**src/rtl/game_flow_ctrl.sv**
```systemverilog
// game_flow_ctrl: top-level game-flow FSM for the T-rex game.
// Tracks lives, a post-hit invulnerability window, pause/resume of the
// RUN or HIT state, and frame-paced difficulty levels.
//
// Ports:
//   clk        in   system clock
//   rst        in   synchronous active-high reset
//   jump       in   start request pulse
//   restart    in   return-to-title pulse
//   pause      in   pause/resume toggle pulse
//   collided   in   obstacle hit this cycle
//   frame_tick in   one-cycle pulse per video frame
//   state      out  INIT=000 RUN=010 HIT=011 PAUSE=100 DEAD=001
//   lives      out  remaining lives
//   level      out  current difficulty level
//   invuln     out  high exactly while state==HIT
//   game_over  out  one-cycle pulse when DEAD is entered
//
// Build option: define GAME_FLOW_EXTRA_LIFE_EN to grant +1 life (saturating
// at MAX_LIVES) on every level increment.
module game_flow_ctrl #(
    parameter int unsigned START_LIVES   = 3,
    parameter int unsigned MAX_LIVES     = 7,
    parameter int unsigned INVULN_FRAMES = 60,
    parameter int unsigned LEVEL_FRAMES  = 600,
    parameter int unsigned NUM_LEVELS    = 8,
    localparam int unsigned LIFE_W = $clog2(MAX_LIVES + 1),
    localparam int unsigned LVL_W  = (NUM_LEVELS > 1) ? $clog2(NUM_LEVELS) : 1
) (
    input  logic              clk,
    input  logic              rst,
    input  logic              jump,
    input  logic              restart,
    input  logic              pause,
    input  logic              collided,
    input  logic              frame_tick,
    output logic [2:0]        state,
    output logic [LIFE_W-1:0] lives,
    output logic [LVL_W-1:0]  level,
    output logic              invuln,
    output logic              game_over
);

    localparam int unsigned LFC_W = (LEVEL_FRAMES > 1) ? $clog2(LEVEL_FRAMES) : 1;
    localparam int unsigned INV_W = $clog2(INVULN_FRAMES + 1);

    typedef enum logic [2:0] {
        S_INIT  = 3'b000,
        S_DEAD  = 3'b001,
        S_RUN   = 3'b010,
        S_HIT   = 3'b011,
        S_PAUSE = 3'b100
    } state_t;

    state_t            state_q, state_d;
    logic              saved_hit_q, saved_hit_d;   // 1: PAUSE resumes to HIT
    logic [LIFE_W-1:0] lives_q, lives_d;
    logic [LVL_W-1:0]  level_q, level_d;
    logic [LFC_W-1:0]  lvl_cnt_q, lvl_cnt_d;
    logic [INV_W-1:0]  inv_cnt_q, inv_cnt_d;
    logic              invuln_q, invuln_d;
    logic              game_over_q, game_over_d;
`ifdef GAME_FLOW_EXTRA_LIFE_EN
    logic              lvl_up;
`endif

    always_ff @(posedge clk) begin
        if (rst) begin
            state_q     <= S_INIT;
            saved_hit_q <= 1'b0;
            lives_q     <= LIFE_W'(START_LIVES);
            level_q     <= '0;
            lvl_cnt_q   <= '0;
            inv_cnt_q   <= '0;
            invuln_q    <= 1'b0;
            game_over_q <= 1'b0;
        end else begin
            state_q     <= state_d;
            saved_hit_q <= saved_hit_d;
            lives_q     <= lives_d;
            level_q     <= level_d;
            lvl_cnt_q   <= lvl_cnt_d;
            inv_cnt_q   <= inv_cnt_d;
            invuln_q    <= invuln_d;
            game_over_q <= game_over_d;
        end
    end

    always_comb begin
        state_d     = state_q;
        saved_hit_d = saved_hit_q;
        lives_d     = lives_q;
        level_d     = level_q;
        lvl_cnt_d   = lvl_cnt_q;
        inv_cnt_d   = inv_cnt_q;
        game_over_d = 1'b0;
`ifdef GAME_FLOW_EXTRA_LIFE_EN
        lvl_up      = 1'b0;
`endif

        // Level pacing runs on the current state, so the tick is counted even
        // on a cycle where the FSM leaves RUN/HIT.
        if ((state_q == S_RUN || state_q == S_HIT) && frame_tick) begin
            if (lvl_cnt_q == LFC_W'(LEVEL_FRAMES - 1)) begin
                lvl_cnt_d = '0;
                if (level_q != LVL_W'(NUM_LEVELS - 1)) begin
                    level_d = level_q + 1'b1;
`ifdef GAME_FLOW_EXTRA_LIFE_EN
                    lvl_up  = 1'b1;
`endif
                end
            end else begin
                lvl_cnt_d = lvl_cnt_q + 1'b1;
            end
        end

`ifdef GAME_FLOW_EXTRA_LIFE_EN
        // Bonus is the default; the RUN collision path overrides it below.
        if (lvl_up && lives_q != LIFE_W'(MAX_LIVES))
            lives_d = lives_q + 1'b1;
`endif

        case (state_q)
            S_INIT: begin
                if (jump) begin
                    state_d   = S_RUN;
                    lives_d   = LIFE_W'(START_LIVES);
                    level_d   = '0;
                    lvl_cnt_d = '0;
                end
            end
            S_RUN: begin
                if (collided) begin
                    if (lives_q == LIFE_W'(1)) begin
                        state_d     = S_DEAD;
                        lives_d     = '0;
                        game_over_d = 1'b1;
                    end else begin
                        state_d   = S_HIT;
                        inv_cnt_d = INV_W'(INVULN_FRAMES);
`ifdef GAME_FLOW_EXTRA_LIFE_EN
                        lives_d   = lvl_up ? lives_q : lives_q - 1'b1;
`else
                        lives_d   = lives_q - 1'b1;
`endif
                    end
                end else if (pause) begin
                    saved_hit_d = 1'b0;
                    state_d     = S_PAUSE;
                end
            end
            S_HIT: begin
                if (pause) begin
                    saved_hit_d = 1'b1;
                    state_d     = S_PAUSE;
                end else if (frame_tick) begin
                    inv_cnt_d = inv_cnt_q - 1'b1;
                    if (inv_cnt_q == INV_W'(1))
                        state_d = S_RUN;
                end
            end
            S_PAUSE: begin
                if (restart)
                    state_d = S_INIT;
                else if (pause)
                    state_d = saved_hit_q ? S_HIT : S_RUN;
            end
            S_DEAD: begin
                if (restart || jump)
                    state_d = S_INIT;
            end
            default: state_d = S_INIT;
        endcase

        invuln_d = (state_d == S_HIT);
    end

    assign state     = state_q;
    assign lives     = lives_q;
    assign level     = level_q;
    assign invuln    = invuln_q;
    assign game_over = game_over_q;

endmodule

```
**config.mk**
```make
export PLATFORM = sky130hd
export DESIGN_NAME = game_flow_ctrl
export DESIGN_NICKNAME = d
export VERILOG_FILES = /design/src/rtl/game_flow_ctrl.sv
export SDC_FILE = /design/constraint.sdc
export NUM_CORES = 1
export LEC_CHECK = 0
export CAP_MARGIN = 20
export CORE_ASPECT_RATIO = 0.9
export CORE_UTILIZATION = 54
export CTS_CLUSTER_DIAMETER = 100
export DETAILED_ROUTE_END_ITERATION = 6
export GPL_TIMING_DRIVEN = 0
export PLACE_DENSITY = 0.87
export SYNTH_ARGS = -nofsm -noshare
export SYNTH_HDL_FRONTEND = slang
export SYNTH_SLANG_ARGS = --single-unit
export TNS_END_PERCENT = 1
```
**constraint.sdc**
```tcl
create_clock -name clk -period 2.3 [get_ports clk]
set_clock_uncertainty 0.15 [all_clocks]
set_input_delay 0.23 -clock clk [delete_from_list [all_inputs] [get_ports clk]]
set_output_delay 0.23 -clock clk [all_outputs]
set_load 0.02 [all_outputs]
```
# Word level (Yosys, flattened, before mapping)

Cells that the tools add are included.

Register bits: 28
Word-level logic and storage cells: 76
Bits in writable memories: 0
Latch bits: 0
ROM bits: 0
Output and inout bits: 11
Input port bits: 7
Memories: 0

Eq/ne operators: 17
Magnitude comparators: 0
Bitwise logic cells: 2
Muxes and demuxes: 35
Divide/modulo/power cells: 0
$mul: 0
Add/sub/neg operators: 4
Shift-type cells: 0
Reductions and logical operators: 10

Operators with widths:

| operator                                                               | number |
|---|---|
| 3-bit 2-to-1 mux                                                       | 17 |
| 10-bit 2-to-1 mux                                                      | 4 |
| 6-bit 2-to-1 mux                                                       | 4 |
| 2-bit inequality test (second input constant)                          | 8 |
| 3-bit one-hot mux with 5 select lines                                  | 1 |
| 6-bit one-hot mux with 2 select lines                                  | 1 |
| 10-bit by 1-bit adder with 10-bit output (second input constant)       | 1 |
| 10-bit equality test (second input constant)                           | 1 |
| 3-bit by 2-bit equality test with 1-bit output (second input constant) | 3 |
| 3-bit by 1-bit equality test with 1-bit output (second input constant) | 2 |
| 6-bit by 1-bit equality test with 1-bit output (second input constant) | 1 |
| 3-bit one-hot mux with 2 select lines                                  | 1 |
| 6-bit by 1-bit subtractor with 6-bit output (second input constant)    | 1 |
| 1-bit 2-to-1 mux                                                       | 5 |
| 5-bit AND reduction                                                    | 1 |
| 4-bit AND reduction                                                    | 1 |
| 2-bit nonzero test                                                     | 2 |
| 3-bit by 1-bit adder with 3-bit output (second input constant)         | 1 |
| 3-bit equality test (second input constant)                            | 1 |
| 3-bit zero test                                                        | 1 |
| 3-bit inequality test (second input constant)                          | 1 |
| 3-bit AND reduction                                                    | 1 |
| 3-bit OR reduction                                                     | 1 |
| 3-bit by 1-bit subtractor with 3-bit output (second input constant)    | 1 |
| other kinds (5)                                                        | 7 |

# Longest topological paths before layout

Gate-level depths: netlist of run 1.

Word-level depth: 6
Depth in mapped cells: 7
Mapped depth without buffers: 6

# Least setup slack after synthesis of run 1

Ideal clock, no wire load.

Kind: register to register
From: register lives_q[1] (netlist: lives[1])
To: register inv_cnt_q[0]
Data arrival time: 1680 ps
Stages on the path, launching flop included: 8
Path slack: 355 ps
Library setup time: 115 ps
Path buffers: 1
Cells stage by stage: dfxtp_1 > inv_1 > ha_1 > nor2b_1 > or3_1 > clkbuf_2 > and3_1 > o21ba_2

Cells in the longest elaborated chain, start to end: 3

Ends and longest elaborated chain:

| item                                           | line | text |
|---|---|---|
| from (decl)                                    | 57   | `logic [LIFE_W-1:0] lives_q, lives_d;` |
| from (signal assigned)                         | 71   | `lives_q <= LIFE_W'(START_LIVES);` |
| from (signal assigned)                         | 80   | `lives_q <= lives_d;` |
| 3-bit by 1-bit equality test with 1-bit output | 134  | `if (lives_q == LIFE_W'(1)) begin` |
| 2-bit inequality test (no source line)         | --   |  |
| 5-bit AND reduction (no source line)           | --   |  |
| to (signal assigned)                           | 83   | `inv_cnt_q <= inv_cnt_d;` |
| to (decl)                                      | 60   | `logic [INV_W-1:0] inv_cnt_q, inv_cnt_d;` |

No other way between the ends.
A chain may end at the register's enable or synchronous reset.

# Worst setup path after layout of run 1

Same ends and word-level chain as after synthesis.

==> impl_metrics.json, run 1 <==
{
  "synth_area_sq_um": 1479,
  "clock.fmax_ghz": 0.5135,
  "drcViolationCount": 3,
  "yosysTopAreaCellShare_pct": 37.90,
  "arrival_ns": 2.04,
  "regToRegEndpoint": "inv_cnt_q[0]$_SDFFE_PP0P_",
  "avgSynthCellArea_sq_um": 8.856,
  "dieArea_sq_um": 2952,
  "min_path_cells": 2,
  "hold_viol": 0,
  "synthArstFlopShare_pct": 0,
  "ys_seq_area_share_pct": 37.90,
  "cts_htree_levels": 1,
  "fp-row-count": 17,
  "crit_slowest_cell": "dfxtp_1",
  "setup_ws_ns": 0.3525,
  "peakVddDrop_mv": 0.3508,
  "outcome": "finished with violations",
  "core-area_sq_um": 2531,
  "clockRootBuffer": "clkbuf_4",
  "die_w_um": 57.17,
  "grt_max_degree": 15,
  "clk_pin_slew_ns": 0.15,
  "crit_path_max_incr_delay_ns": 0.38,
  "cts_buffer_depth": 2,
  "violations": "DRC",
  "leakage_nw": 0.6312,
  "cts_tree": "yes",
  "p_switching_w": 0.0002476,
  "cpLargestDelayFamily": "simple AND/OR/NAND/NOR gates",
  "power_frac_comb_pct": 19.1,
  "finalSetupViolations": 0,
  "crit_buf_inv": 2,
  "hold_start": "inv_cnt_q[1]$_SDFFE_PP0P_",
  "wl_per_cell_um": 15.04,
  "crit_type": "flop to flop",
  "finalCritPeriodShare_pct": 84.67,
  "place_ws_ns": 0.2535,
  "fin_crit_ns": 1.947,
  "yosys_warnings": 0,
  "ioPinCount": 18,
  "slew_headroom_pct": 66.36,
  "clkPwrFrac_pct": 22.9,
  "cellPowerDensity_nw_per_um2": 519.1,
  "final_max_slew_viol_count": 0,
  "cap_violations": 0,
  "drtIter0Drc": 63,
  "viasPerCell": 6.088,
  "tritoncts.num_buffers": 3,
  "n_fill_cell": 201,
  "worstPathRequired_ns": 2.39,
  "grt-ovfl-total": 0,
  "tns_ns": 0,
  "drive_above_1_share_pct": 8.556,
  "clk_latency_ns": 0.35,
  "clock-sinks": 28,
  "grt_usage_pct": 24.92,
  "whs_endpoint": "inv_cnt_q[1]$_SDFFE_PP0P_",
  "grt_pass1_wl_um": 5623,
  "final_cell_count_no_fill": 215,
  "synth_edf_count": 0,
  "seqPwrFrac_pct": 58.0,
  "initial_core_util_pct": 58.43,
  "grt_pass1_vias": 1258,
  "dp_hpwl_um": 2426,
  "post_cts_resized": 0,
  "rsz0062_at_grt": "no",
  "ant_nets": 0,
  "via_count": 1309,
  "place.gp.congestion": 0.8519,
  "die_y_um": 51.65,
  "diodes": 0,
  "cts_setup_buffers": 0,
  "synth_flop_cell": "dfxtp_1",
  "antenna_found_initial": 0,
  "r2r-start": "lives[1]$_SDFFE_PP1P_",
  "synth_top_area_cell": "dfxtp_1",
  "wl_um": 3234,
  "nNetsFinal": 202,
  "ff2ff_setup_slack_ns": 0.35,
  "dp.cells": 212,
  "critical_path.cell_chain": "inv_1 > ha_1 > nor2b_1 > or3_1 > clkbuf_2 > and3_1 > o21ba_2",
  "end_kind": "flop",
  "ys_ff_latch": 28,
  "crit_fanout": 7,
  "switching_share_pct": 27.95,
  "synth_cells": 167,
  "internal_power_w": 0.0006383,
  "io_buffers": 17,
  "hp-class": "flop to flop",
  "synthTopCellsByArea": "dfxtp_1, nor2_1, ha_1, xnor2_1, xor2_1",
  "dr.pass1.iters": 6,
  "ctsHoldBuffers": 0,
  "start_kind": "flop",
  "worstMarginPinSlew_ns": 0.4979,
  "area_growth_pct": 15.40,
  "syn_nets": 180,
  "synth_cell_types": 45,
  "ff2ff_path_depth": 7
}
logic make-up after synthesis:
logic type | Yosys count | synth area share [%]
XOR/XNOR | 14 | 8.291
AND/OR/NAND/NOR | 76 | 29.02
buffers and inverters | 14 | 5.244
flip-flops | 28 | 37.90
AO/OA/AOI/OAI | 26 | 12.44
adder cells (fa/ha/maj) | 6 | 5.076
multiplexers | 3 | 2.031
power groups by stage:
stage | registers, W | clock network (W) | logic (W)
6_report | 0.000514 | 0.000203 | 0.000169
3_3_place_gp | 0.000523 | 0 | 0.000160
4_1_cts | 0.000514 | 0.000205 | 0.000167
2_1_floorplan | 0.000533 | 0 | 0.000101
3_5_place_dp | 0.000525 | 0 | 0.000166
5_1_grt | 0.000517 | 0.000226 | 0.000182
worst max-delay path by stage:
| stage | from | end | slack, ns | cells after the start |
|---|---|---|---|---|
| 2_1_floorplan | lives[1]$_SDFFE_PP1P_ | inv_cnt_q[0]$_SDFFE_PP0P_ | 0.36 | 7 |
| 3_3_place_gp | frame_tick | inv_cnt_q[1]$_SDFFE_PP0P_ | 0.29 | 6 |
| 3_5_place_dp | frame_tick | inv_cnt_q[1]$_SDFFE_PP0P_ | 0.25 | 6 |
| 4_1_cts | lives[1]$_SDFFE_PP1P_ | inv_cnt_q[0]$_SDFFE_PP0P_ | 0.38 | 7 |
| 5_1_grt | lives[1]$_SDFFE_PP1P_ | inv_cnt_q[0]$_SDFFE_PP0P_ | 0.30 | 7 |
| 6_report | lives[1]$_SDFFE_PP1P_ | inv_cnt_q[0]$_SDFFE_PP0P_ | 0.35 | 7 |
cell usage in the layout, fill, tap and decap left out, types with 2 or more instances in the layout:
| cell type | instances |
|---|---|
| a211o_1 | 2 |
| a21oi_1 | 9 |
| a22oi_1 | 2 |
| a31o_2 | 2 |
| and3b_1 | 2 |
| and4b_1 | 2 |
| buf_6 | 3 |
| clkbuf_1 | 3 |
| clkbuf_4 | 3 |
| clkdlybuf4s50_1 | 17 |
| dfxtp_1 | 28 |
| ha_1 | 6 |
| inv_1 | 6 |
| mux2i_1 | 3 |
| nand2_1 | 4 |
| nand2b_1 | 3 |
| nand3_1 | 9 |
| nand4_1 | 6 |
| nor2_1 | 26 |
| nor3_1 | 5 |
| nor3b_1 | 3 |
| nor4_1 | 3 |
| o21a_1 | 2 |
| o21ai_0 | 2 |
| or3_1 | 2 |
| xnor2_1 | 7 |
| xor2_1 | 7 |
worst min-delay path: stages, from the launching register on:
cell and delay [ns]:
dfxtp_1 0.35, nand3_1 0.07, a21oi_1 0.05
metal layers:
layer,track usage [%],share of wire [%],vias up,wire length (um)
li1,-,-,635,-
met1,30.76,45,618,1469
met3,5.721,6.6,6,212
met5,0,0,-,0
met2,41.37,46,50,1482
met4,11.79,2.1,0,69
cell type report:
| cell class | count | area (sq um) | area share [%] |
|---|---|---|---|
| Timing Repair Buffer | 17 | 170.2 | 9.971 |
| Buffer | 8 | 55.05 | 3.226 |
| Inverter | 6 | 22.52 | 1.320 |
| Sequential cell | 28 | 560.5 | 32.84 |
| Multi-Input combinational cell | 125 | 840.8 | 49.27 |
| Clock buffer | 3 | 22.52 | 1.320 |
| Tap cell | 28 | 35.03 | 2.053 |
metrics by stage:
| step | util (%) | area (sq um) | hold slack, ns | power, W |
|---|---|---|---|---|
| final | 67.42 | 1707 | 0.3513 | 0.0008859 |
| after global routing | 67.42 | 1707 | 0.3734 | 0.0009252 |
| after CTS | 67.42 | 1707 | 0.3523 | 0.0008861 |
| after detailed placement | 66.53 | 1684 | 0.3286 | 0.0006910 |
| after global placement | 66.53 | 1684 | 0.3130 | 0.0006829 |
| after floorplan | - | 1479 | 0.2448 | 0.0006338 |
sequential cells by signal (all words and copies together), names as in the netlist:
register,cells
game_over,1
lives,3
level,3
invuln,1
state,3
inv_cnt_q,6
lvl_cnt_q,10
saved_hit_q,1
cell usage after synthesis (all sizes together), types with 3 or more instances:
library cell and n:
nor4 3, mux2i 3, inv 6, xnor2 7
nor3b 3, xor2 7, buf 4, nor2 26
ha 6, clkbuf 4, nor3 5, nand2 5
nand2b 4, dfxtp 28, a21oi 9, nand3 9
nand4 6
Power figures use the tool's default switching activity.
==> run 2: changes to the inputs <==
==> constraint.sdc (replaced) <==
create_clock -name clk -period 1.8 [get_ports clk]
set_clock_uncertainty 0.15 [all_clocks]
set_input_delay 0.18 -clock clk [delete_from_list [all_inputs] [get_ports clk]]
set_output_delay 0.18 -clock clk [all_outputs]
set_load 0.02 [all_outputs]
==> run 2 against run 1 <==
The flow still finishes with violations (DRC). Design area increased by 2.1%. Utilization rose by 1.4 points. Sequential power up 28%. Via count up 0.99%. Critical endpoint is now lives[2].
==> impl_metrics.json, run 2 (synthesis results as in run 1) <==
{
  "outcome": "finished with violations",
  "violations": "DRC",
  "ctsHoldBuffers": 0,
  "diodes": 0,
  "grt-ovfl-total": 0,
  "grt_max_degree": 16,
  "dr.pass1.iters": 6,
  "clock.fmax_ghz": 0.5678,
  "drtIter0Drc": 44,
  "cts_tree": "yes",
  "nNetsFinal": 201,
  "place.gp.congestion": 0.7998,
  "arrival_ns": 1.43,
  "clock-sinks": 28,
  "grt_usage_pct": 23.46,
  "dieArea_sq_um": 2952,
  "largest_register_ffs": 10,
  "area_growth_pct": 17.85,
  "via_count": 1322,
  "ant_nets": 0,
  "dp_hpwl_um": 2506,
  "slew_headroom_pct": 69.32,
  "power_frac_comb_pct": 19.1,
  "drcViolationCount": 2,
  "seqPwrFrac_pct": 57.0,
  "internal_power_w": 0.0008302,
  "start_kind": "flop",
  "reg_top3": "lvl_cnt_q x10, inv_cnt_q x6",
  "worst_hold_slack_ns": 0.3430,
  "grt_pass1_wl_um": 5271,
  "ioPinCount": 18,
  "final_area_sq_um": 1743,
  "cap_violations": 0,
  "hold_viol": 0,
  "clk_pin_slew_ns": 0.15,
  "p_switching_w": 0.0003262,
  "core-area_sq_um": 2531,
  "finalCritPeriodShare_pct": 97.85,
  "cts_htree_levels": 1,
  "crit_slowest_cell": "clkdlybuf4s50_1",
  "cts_buffer_depth": 2,
  "cellPowerDensity_nw_per_um2": 663.4,
  "final_max_slew_viol_count": 0,
  "drive_above_1_share_pct": 13.90,
  "n_fill_cell": 199,
  "hp-class": "flop to flop",
  "wl_um": 3356,
  "final_util_pct": 68.86,
  "cpLargestDelayFamily": "buffers and inverters",
  "io_buffers": 17,
  "crit_path_max_incr_delay_ns": 0.64,
  "die_y_um": 51.65,
  "switching_share_pct": 28.21,
  "viasPerCell": 6.149,
  "seq_area_sq_um": 569.3,
  "final_common_cell": "nor2_1",
  "clockRootBuffer": "clkbuf_4",
  "clkPwrFrac_pct": 23.9,
  "end_kind": "primary output",
  "rsz0062_at_grt": "yes",
  "wl_per_cell_um": 15.61,
  "die_w_um": 57.17,
  "setup_ws_ns": 0.03873,
  "grt_pass1_vias": 1241,
  "peakVddDrop_mv": 0.5474,
  "top_register": "lvl_cnt_q",
  "crit_buf_inv": 1,
  "place_ws_ns": -0.1828,
  "clk_latency_ns": 0.34,
  "multi_input_area_sq_um": 865.8,
  "leakage_nw": 0.6330,
  "fp-row-count": 17,
  "worstPathRequired_ns": 1.47,
  "fin_crit_ns": 1.761,
  "worstMarginPinSlew_ns": 0.4593,
  "crit_type": "flop to primary output",
  "crit_fanout": 4,
  "antenna_found_initial": 0,
  "placed_cell_area_sq_um": 1697,
  "critical_path.cell_chain": "clkdlybuf4s50_1",
  "finalSetupViolations": 0,
  "tritoncts.num_buffers": 3,
  "final_cell_mix": "nor2_1, dfxtp_1, clkdlybuf4s50_1",
  "initial_core_util_pct": 58.43
}
[run 2: power groups by stage]
stage	sequential, W	combinational (W)	clock [W]
6_report	0.000659	0.000221	0.000276
5_1_grt	0.000662	0.000238	0.000296
4_1_cts	0.000658	0.000217	0.000279
3_5_place_dp	0.000672	0.000215	0
3_3_place_gp	0.000670	0.000206	0
2_1_floorplan	0.000682	0.000132	0
[run 2: per-stage QoR]
stage,total power (W),setup TNS [ns],cells
floorplan,0.0008142,0,167
global placement,0.0008753,-0.9612,212
detailed placement,0.0008867,-1.831,212
CTS,0.001155,0,215
global route,0.001196,-0.01460,215
finish,0.001156,0,215
[run 2: routing by layer]
metal | up-vias | track usage (%) | wire, um
li1 | 627 | - | -
met1 | 626 | 26.43 | 1377
met2 | 58 | 40.98 | 1668
met3 | 11 | 5.224 | 214
met4 | 0 | 13.82 | 95
met5 | - | 0 | 0
[run 2: area by class of cell]
type / instances / area share, %
buffer: 7 / 3.087
clock buffer: 4 / 1.508
inverter: 6 / 1.292
multi-input combinational: 125 / 49.68
sequential: 28 / 32.66
tap: 28 / 2.010
timing repair buffer: 17 / 9.763
[run 2: worst paths after layout]
check                           startpoint                        end  slack [ns]  cells past startpoint
setup / recovery     lives[2]$_SDFFE_PP0P_                   lives[2]        0.04                      1
hold / removal    saved_hit_q$_SDFFE_PP0P_   saved_hit_q$_SDFFE_PP0P_        0.34                      2
setup reg to reg     lives[1]$_SDFFE_PP1P_  inv_cnt_q[0]$_SDFFE_PP0P_        0.04                      6
hold reg to reg   saved_hit_q$_SDFFE_PP0P_   saved_hit_q$_SDFFE_PP0P_        0.34                      2
[run 2: what timing repair did]
action | in CTS | in global routing
resized for setup | 3 | 5
endpoints found under the setup margin | 10 | 11
setup buffers | 0 | 0
[run 2: worst reg2reg max path, cell delays in order (launching register included)]
cell and delay, ns:
dfxtp_4 0.38, inv_2 0.04, ha_1 0.18, nor2b_4 0.14, or3_4 0.42, and3_1 0.19
o21ba_2 0.18
